==> config.mk <==
export PLATFORM = sky130hd
export DESIGN_NAME = idli_uart_txq_m
export DESIGN_NICKNAME = d
export VERILOG_FILES = /design/src/rtl/idli_uart_txq_m.sv
export SDC_FILE = /design/constraint.sdc
export NUM_CORES = 1
export LEC_CHECK = 0
export ABC_AREA = 1
export CAP_MARGIN = 20
export CORE_MARGIN = 2
export CORE_UTILIZATION = 61
export DETAILED_ROUTE_END_ITERATION = 10
export HOLD_SLACK_MARGIN = 0.1
export PLACE_DENSITY = 0.91
export SETUP_SLACK_MARGIN = 0.1
export SKIP_CTS_REPAIR_TIMING = 1
export SLEW_MARGIN = 20
export SYNTH_ARGS = -nofsm -noshare
export SYNTH_HDL_FRONTEND = slang
export SYNTH_SLANG_ARGS = --single-unit
==> constraint.sdc <==
create_clock -name i_txq_gck -period 4.75 [get_ports i_txq_gck]
set_input_delay 0.7125 -clock i_txq_gck [delete_from_list [all_inputs] [get_ports i_txq_gck]]
set_output_delay 0.7125 -clock i_txq_gck [all_outputs]
set_load 0.01 [all_outputs]
==> src/rtl/idli_uart_txq_m.sv <==
// idli_uart_txq_m: byte-wide transmit queue between the core's 4b serial data
// path and the UART transmitter. The core pushes a byte as two nibbles (low on
// the accept cycle, high on the next). Stored bytes are replayed to the UART as
// low nibble with valid, then high nibble on the following cycle.
//
// Ports:
//   i_txq_gck      clock
//   i_txq_rst_n    asynchronous active-low reset
//   i_txq_data     nibble from core (4b)
//   i_txq_vld      core has a byte to push, sampled only with o_txq_acp
//   o_txq_acp      queue accepts a low nibble this cycle
//   o_txq_empty    no committed bytes held
//   o_txq_cnt      committed byte count, 0..DEPTH
//   o_uart_tx      nibble to UART TX (4b)
//   o_uart_tx_vld  low nibble of head byte valid
//   i_uart_tx_acp  UART accepts the low nibble; high nibble taken next cycle
module idli_uart_txq_m #(
  parameter int unsigned DEPTH = 4
) (
  input  logic                     i_txq_gck,
  input  logic                     i_txq_rst_n,
  input  logic [3:0]               i_txq_data,
  input  logic                     i_txq_vld,
  output logic                     o_txq_acp,
  output logic                     o_txq_empty,
  output logic [$clog2(DEPTH):0]   o_txq_cnt,
  output logic [3:0]               o_uart_tx,
  output logic                     o_uart_tx_vld,
  input  logic                     i_uart_tx_acp
);

  localparam int unsigned PtrW = $clog2(DEPTH);
  localparam int unsigned CntW = PtrW + 1;

  typedef enum logic {StWrLo, StWrHi} wr_state_e;
  typedef enum logic {StRdLo, StRdHi} rd_state_e;

  wr_state_e wr_state_q, wr_state_d;
  rd_state_e rd_state_q, rd_state_d;

  logic [7:0]      mem_q [DEPTH];
  logic [3:0]      stage_q, stage_d;
  logic [PtrW-1:0] wr_ptr_q, wr_ptr_d;
  logic [PtrW-1:0] rd_ptr_q, rd_ptr_d;
  logic [CntW-1:0] count_q, count_d;

  logic full;
  logic empty;
  logic lo_accept;
  logic commit;
  logic pop;

  assign full  = (count_q == CntW'(DEPTH));
  assign empty = (count_q == '0);

  // ---------------------------------------------------------------------------
  // Write FSM: state register
  // ---------------------------------------------------------------------------
  always_ff @(posedge i_txq_gck or negedge i_txq_rst_n) begin
    if (!i_txq_rst_n) begin
      wr_state_q <= StWrLo;
    end else begin
      wr_state_q <= wr_state_d;
    end
  end

  // Write FSM: next state. WR_HI always returns, so only one byte is ever in
  // flight and a commit cannot overflow the count checked at low accept.
  always_comb begin
    wr_state_d = wr_state_q;
    unique case (wr_state_q)
      StWrLo: if (lo_accept) wr_state_d = StWrHi;
      StWrHi: wr_state_d = StWrLo;
      default: wr_state_d = StWrLo;
    endcase
  end

  // Write FSM: outputs
  always_comb begin
    o_txq_acp = 1'b0;
    commit    = 1'b0;
    unique case (wr_state_q)
      StWrLo: o_txq_acp = !full;
      StWrHi: commit    = 1'b1;
      default: o_txq_acp = 1'b0;
    endcase
  end

  assign lo_accept = o_txq_acp & i_txq_vld;

  // ---------------------------------------------------------------------------
  // Read FSM: state register
  // ---------------------------------------------------------------------------
  always_ff @(posedge i_txq_gck or negedge i_txq_rst_n) begin
    if (!i_txq_rst_n) begin
      rd_state_q <= StRdLo;
    end else begin
      rd_state_q <= rd_state_d;
    end
  end

  // Read FSM: next state
  always_comb begin
    rd_state_d = rd_state_q;
    unique case (rd_state_q)
      StRdLo: if (o_uart_tx_vld && i_uart_tx_acp) rd_state_d = StRdHi;
      StRdHi: rd_state_d = StRdLo;
      default: rd_state_d = StRdLo;
    endcase
  end

  // Read FSM: outputs. The high nibble is driven without valid; the UART takes
  // it unconditionally the cycle after accepting the low nibble.
  always_comb begin
    o_uart_tx_vld = 1'b0;
    o_uart_tx     = 4'h0;
    pop           = 1'b0;
    unique case (rd_state_q)
      StRdLo: begin
        o_uart_tx_vld = !empty;
        if (!empty) o_uart_tx = mem_q[rd_ptr_q][3:0];
      end
      StRdHi: begin
        o_uart_tx = mem_q[rd_ptr_q][7:4];
        pop       = 1'b1;
      end
      default: o_uart_tx_vld = 1'b0;
    endcase
  end

  // ---------------------------------------------------------------------------
  // Datapath next state
  // ---------------------------------------------------------------------------
  always_comb begin
    stage_d  = stage_q;
    wr_ptr_d = wr_ptr_q;
    rd_ptr_d = rd_ptr_q;
    count_d  = count_q;
    if (lo_accept) stage_d = i_txq_data;
    if (commit)    wr_ptr_d = wr_ptr_q + PtrW'(1);
    if (pop)       rd_ptr_d = rd_ptr_q + PtrW'(1);
    unique case ({commit, pop})
      2'b10:   count_d = count_q + CntW'(1);
      2'b01:   count_d = count_q - CntW'(1);
      default: count_d = count_q;
    endcase
  end

  always_ff @(posedge i_txq_gck or negedge i_txq_rst_n) begin
    if (!i_txq_rst_n) begin
      stage_q  <= 4'h0;
      wr_ptr_q <= '0;
      rd_ptr_q <= '0;
      count_q  <= '0;
    end else begin
      stage_q  <= stage_d;
      wr_ptr_q <= wr_ptr_d;
      rd_ptr_q <= rd_ptr_d;
      count_q  <= count_d;
    end
  end

  // Storage is not reset; count gates every read of it.
  always_ff @(posedge i_txq_gck) begin
    if (commit) mem_q[wr_ptr_q] <= {i_txq_data, stage_q};
  end

  assign o_txq_empty = empty;
  assign o_txq_cnt   = count_q;

endmodule
==> summary.md <==
| Metric | Value |
|---|---|
| Final setup TNS | 0 ps |
| EDFF count, synth | 32 |
| CTS tree | built |
| Yosys reg bits | 45 |
| Clock share of power | 16.7% |
| GRT Total Usage | 20.65% |
| Max-cap viol count | 0 |
| Average size of a mapped cell | 10.01 µm² |
| WL/cell | 12.98 µm |
| Max Fanout on Critical Path | 19 |
| Combinational share of power | 36.9% |
| Core area | 3311 µm² |
| DRC viols | 0 |
| Sw frac | 36.55% |
| Total length of routed wires | 3530 µm |
| Critical path endpoint category | primary output |
| Net switching power | 527.8 µW |
| Tot Pwr | 1444 µW |
| Main synth FF type | edfxtp_1 |
| Worst Path Required | 4040 ps |
| Yosys warns | 0 |
| Layout area overhead | 12.68% |
| R2R Path Start | rd_state_q$_DFF_PN0_ |
| Reg2Reg Capture Point | o_txq_cnt[2]$_DFFE_PN0P_ |
| Pre-CTS setup slack | 2254 ps |
| Final worst slack | 1853 ps |
| Async set-or-reset flop fraction in the synthesized netlist | 28.89% |
| Reg2Reg Depth | 6 |
| Die X | 62.28 µm |
| Sequential Power Share | 46.4% |
| Gr ovfl total | 0 |
| Top Ports | 18 |
| Sequential fraction of the synthesis area | 62.08% |
| Die Area | 3879 µm² |
| Min-delay worst type | reg2reg |
| Final RePlAce weighted congestion | 0.7510 |
| Number of global-route vias before repair | 1,319 |
| First-pass GRT wire length | 5982 µm |
| Initial Utilization | 62.59% |
| Number of diodes | 0 |
| CTS root buffer | clkbuf_4 |
| Leakage Power | 0.001115 µW |
| Final setup fails | 0 |
| Nets | 239 |
| Synth cell types | 23 |
| Reg clk slew, reported paths | 120 ps |
| Routed Antenna Nets | 0 |
| Vias/cell | 5.037 |
| Largest net degree at the start of global routing | 20 |
| Worst skew pair latency | 340 ps |
| Run status | finished clean |
| Max-slew violation count | 0 |
| Initial antenna violation count | 0 |
| Final Hold Violating Endpoints | 0 |
| Cell area after layout | 2335 µm² |
| Startpoint types | register |
| Initial drt markers | 82 |
| Longest Clk Path Bufs | 2 |
| Die Y | 62.28 µm |
| Pre-antenna DRT Iters | 4 |
| Clk sinks | 45 |
| FP Rows | 21 |
| Flop2flop setup slack | 2950 ps |
| Fmax | 345.2 MHz |
| Worst vdd ir | 299.1 µV |
| Internal power | 916.3 µW |
| Cells after Synth | 207 |
| Commonest non-fill, non-tap cells in the layout | nand2_1, inv_1, edfxtp_1 |
| Hold Crit Depth | 0 |
| Via count | 1,370 |
| Detailed placement HPWL | 2447 µm |
| Area post-placement | 2246 µm² |
| Critical Path AT | 2180 ps |
| Power Density | 618.5 nW/µm² |
| Sink of the worst hold path | mem_q[1][1]$_DFFE_PP_ |
| # fillers | 251 |
| Post-Synthesis Cell Area | 2072 µm² |
| Setup CP Type | reg2out |
| Share of layout cells above drive strength 1 | 6.637% |
| Commonest non-fill, non-tap cell in the layout | nand2_1 |
| Relative slew slack | 57.03% |
| Count of input and output buffers | 17 |
| CTS Buf Count | 5 |
| H-Tree Level Count | 2 |
| Worst slew pin tran | 644.6 ps |
| Clock skew | 10.96 ps |
| Crit share post-route | 60.99% |
| Worst hold start | stage_q[1]$_DFFE_PN0P_ |
| Unrepaired setup endpoints after global routing | no |
| Post-layout min period | 2897 ps |
| Net Count, Synth | 221 |
-- Yosys cell counts (2+ instances only) --
| master | instances | share of area [%] |
|---|---|---|
| xor2_1 | 3 | 1.3 |
| inv_2 | 2 | 0.36 |
| inv_1 | 42 | 7.6 |
| ha_1 | 5 | 3.0 |
| nand3_1 | 16 | 3.9 |
| dfrtp_1 | 13 | 16 |
| buf_6 | 3 | 1.6 |
| edfxtp_1 | 32 | 46 |
| buf_4 | 2 | 0.72 |
| o21ai_0 | 2 | 0.48 |
| nand2_1 | 74 | 13 |
| xnor2_1 | 2 | 0.85 |
-- worst max path at each step --
stage | startpoint | endpoint | slack, ps
4_1_cts | rd_ptr_q[0]$_DFFE_PN0P_ | o_uart_tx[0] | 1850
2_1_floorplan | o_txq_cnt[0]$_DFFE_PN0P_ | o_uart_tx[0] | 2960
3_3_place_gp | rd_ptr_q[0]$_DFFE_PN0P_ | o_uart_tx[3] | 2340
3_5_place_dp | rd_ptr_q[0]$_DFFE_PN0P_ | o_uart_tx[0] | 2250
6_report | rd_ptr_q[0]$_DFFE_PN0P_ | o_uart_tx[0] | 1850
5_1_grt | rd_ptr_q[0]$_DFFE_PN0P_ | o_uart_tx[1] | 1710
-- kinds of logic (layout without fill, tap and decap cells) --
kind of cell	count (synthesis)	in the layout	share of synthesized area, %
buf+inv	52	71	11.41
flops	45	45	62.08
xor+xnor	5	5	2.114
simple gates	96	96	19.69
compound gates	3	3	0.7244
fa+ha+maj	6	6	3.986
-- registers in the layout, indices dropped and copies added, names as in the netlist --
name        flops
mem_q          32
stage_q         4
o_txq_cnt       3
rd_ptr_q        2
wr_ptr_q        2
rd_state_q      1
wr_state_q      1
-- worst max-delay path, stage by stage (launching register included) --
cell             delay, ps
dfrtp_1                780
inv_6                  140
nand2_1                100
nand3_1                 60
nand2_1                 90
nand2_1                 50
nand2_1                100
clkdlybuf4s50_1        530
-- layout make-up --
| class | instances | area, µm² | share of cell area (%) |
|---|---|---|---|
| sequential | 45 | 1286 | 55.09 |
| multi-input combinational | 110 | 549.3 | 23.53 |
| inverter | 46 | 182.7 | 7.824 |
| timing repair buffer | 17 | 170.2 | 7.288 |
| tap | 46 | 57.56 | 2.465 |
| clock buffer | 6 | 51.30 | 2.197 |
| clock inverter | 2 | 37.54 | 1.608 |
-- metrics by stage --
stage | hold slack [ps] | cells | utilization (%)
after floorplan | 416.9 | 207 | -
after global placement | 497.3 | 264 | 67.84
after detailed placement | 509.9 | 264 | 67.84
after CTS | 543.5 | 272 | 70.52
after global routing | 560.1 | 272 | 70.52
final | 545.4 | 272 | 70.52
-- power groups by stage --
stage	logic [µW]	registers, µW	clock network, µW
2_1_floorplan	414	614	0
3_3_place_gp	506	670	0
3_5_place_dp	531	677	0
4_1_cts	539	668	244
5_1_grt	605	685	261
6_report	533	670	241
-- layer usage --
metal	track usage (%)	up-vias	wire length [µm]
li1	-	675	-
met1	25.35	640	1447
met2	34.24	46	1775
met3	4.891	9	199
met4	10.83	0	108
met5	0	-	0
No activity file was read; power rests on OpenSTA's default activity.
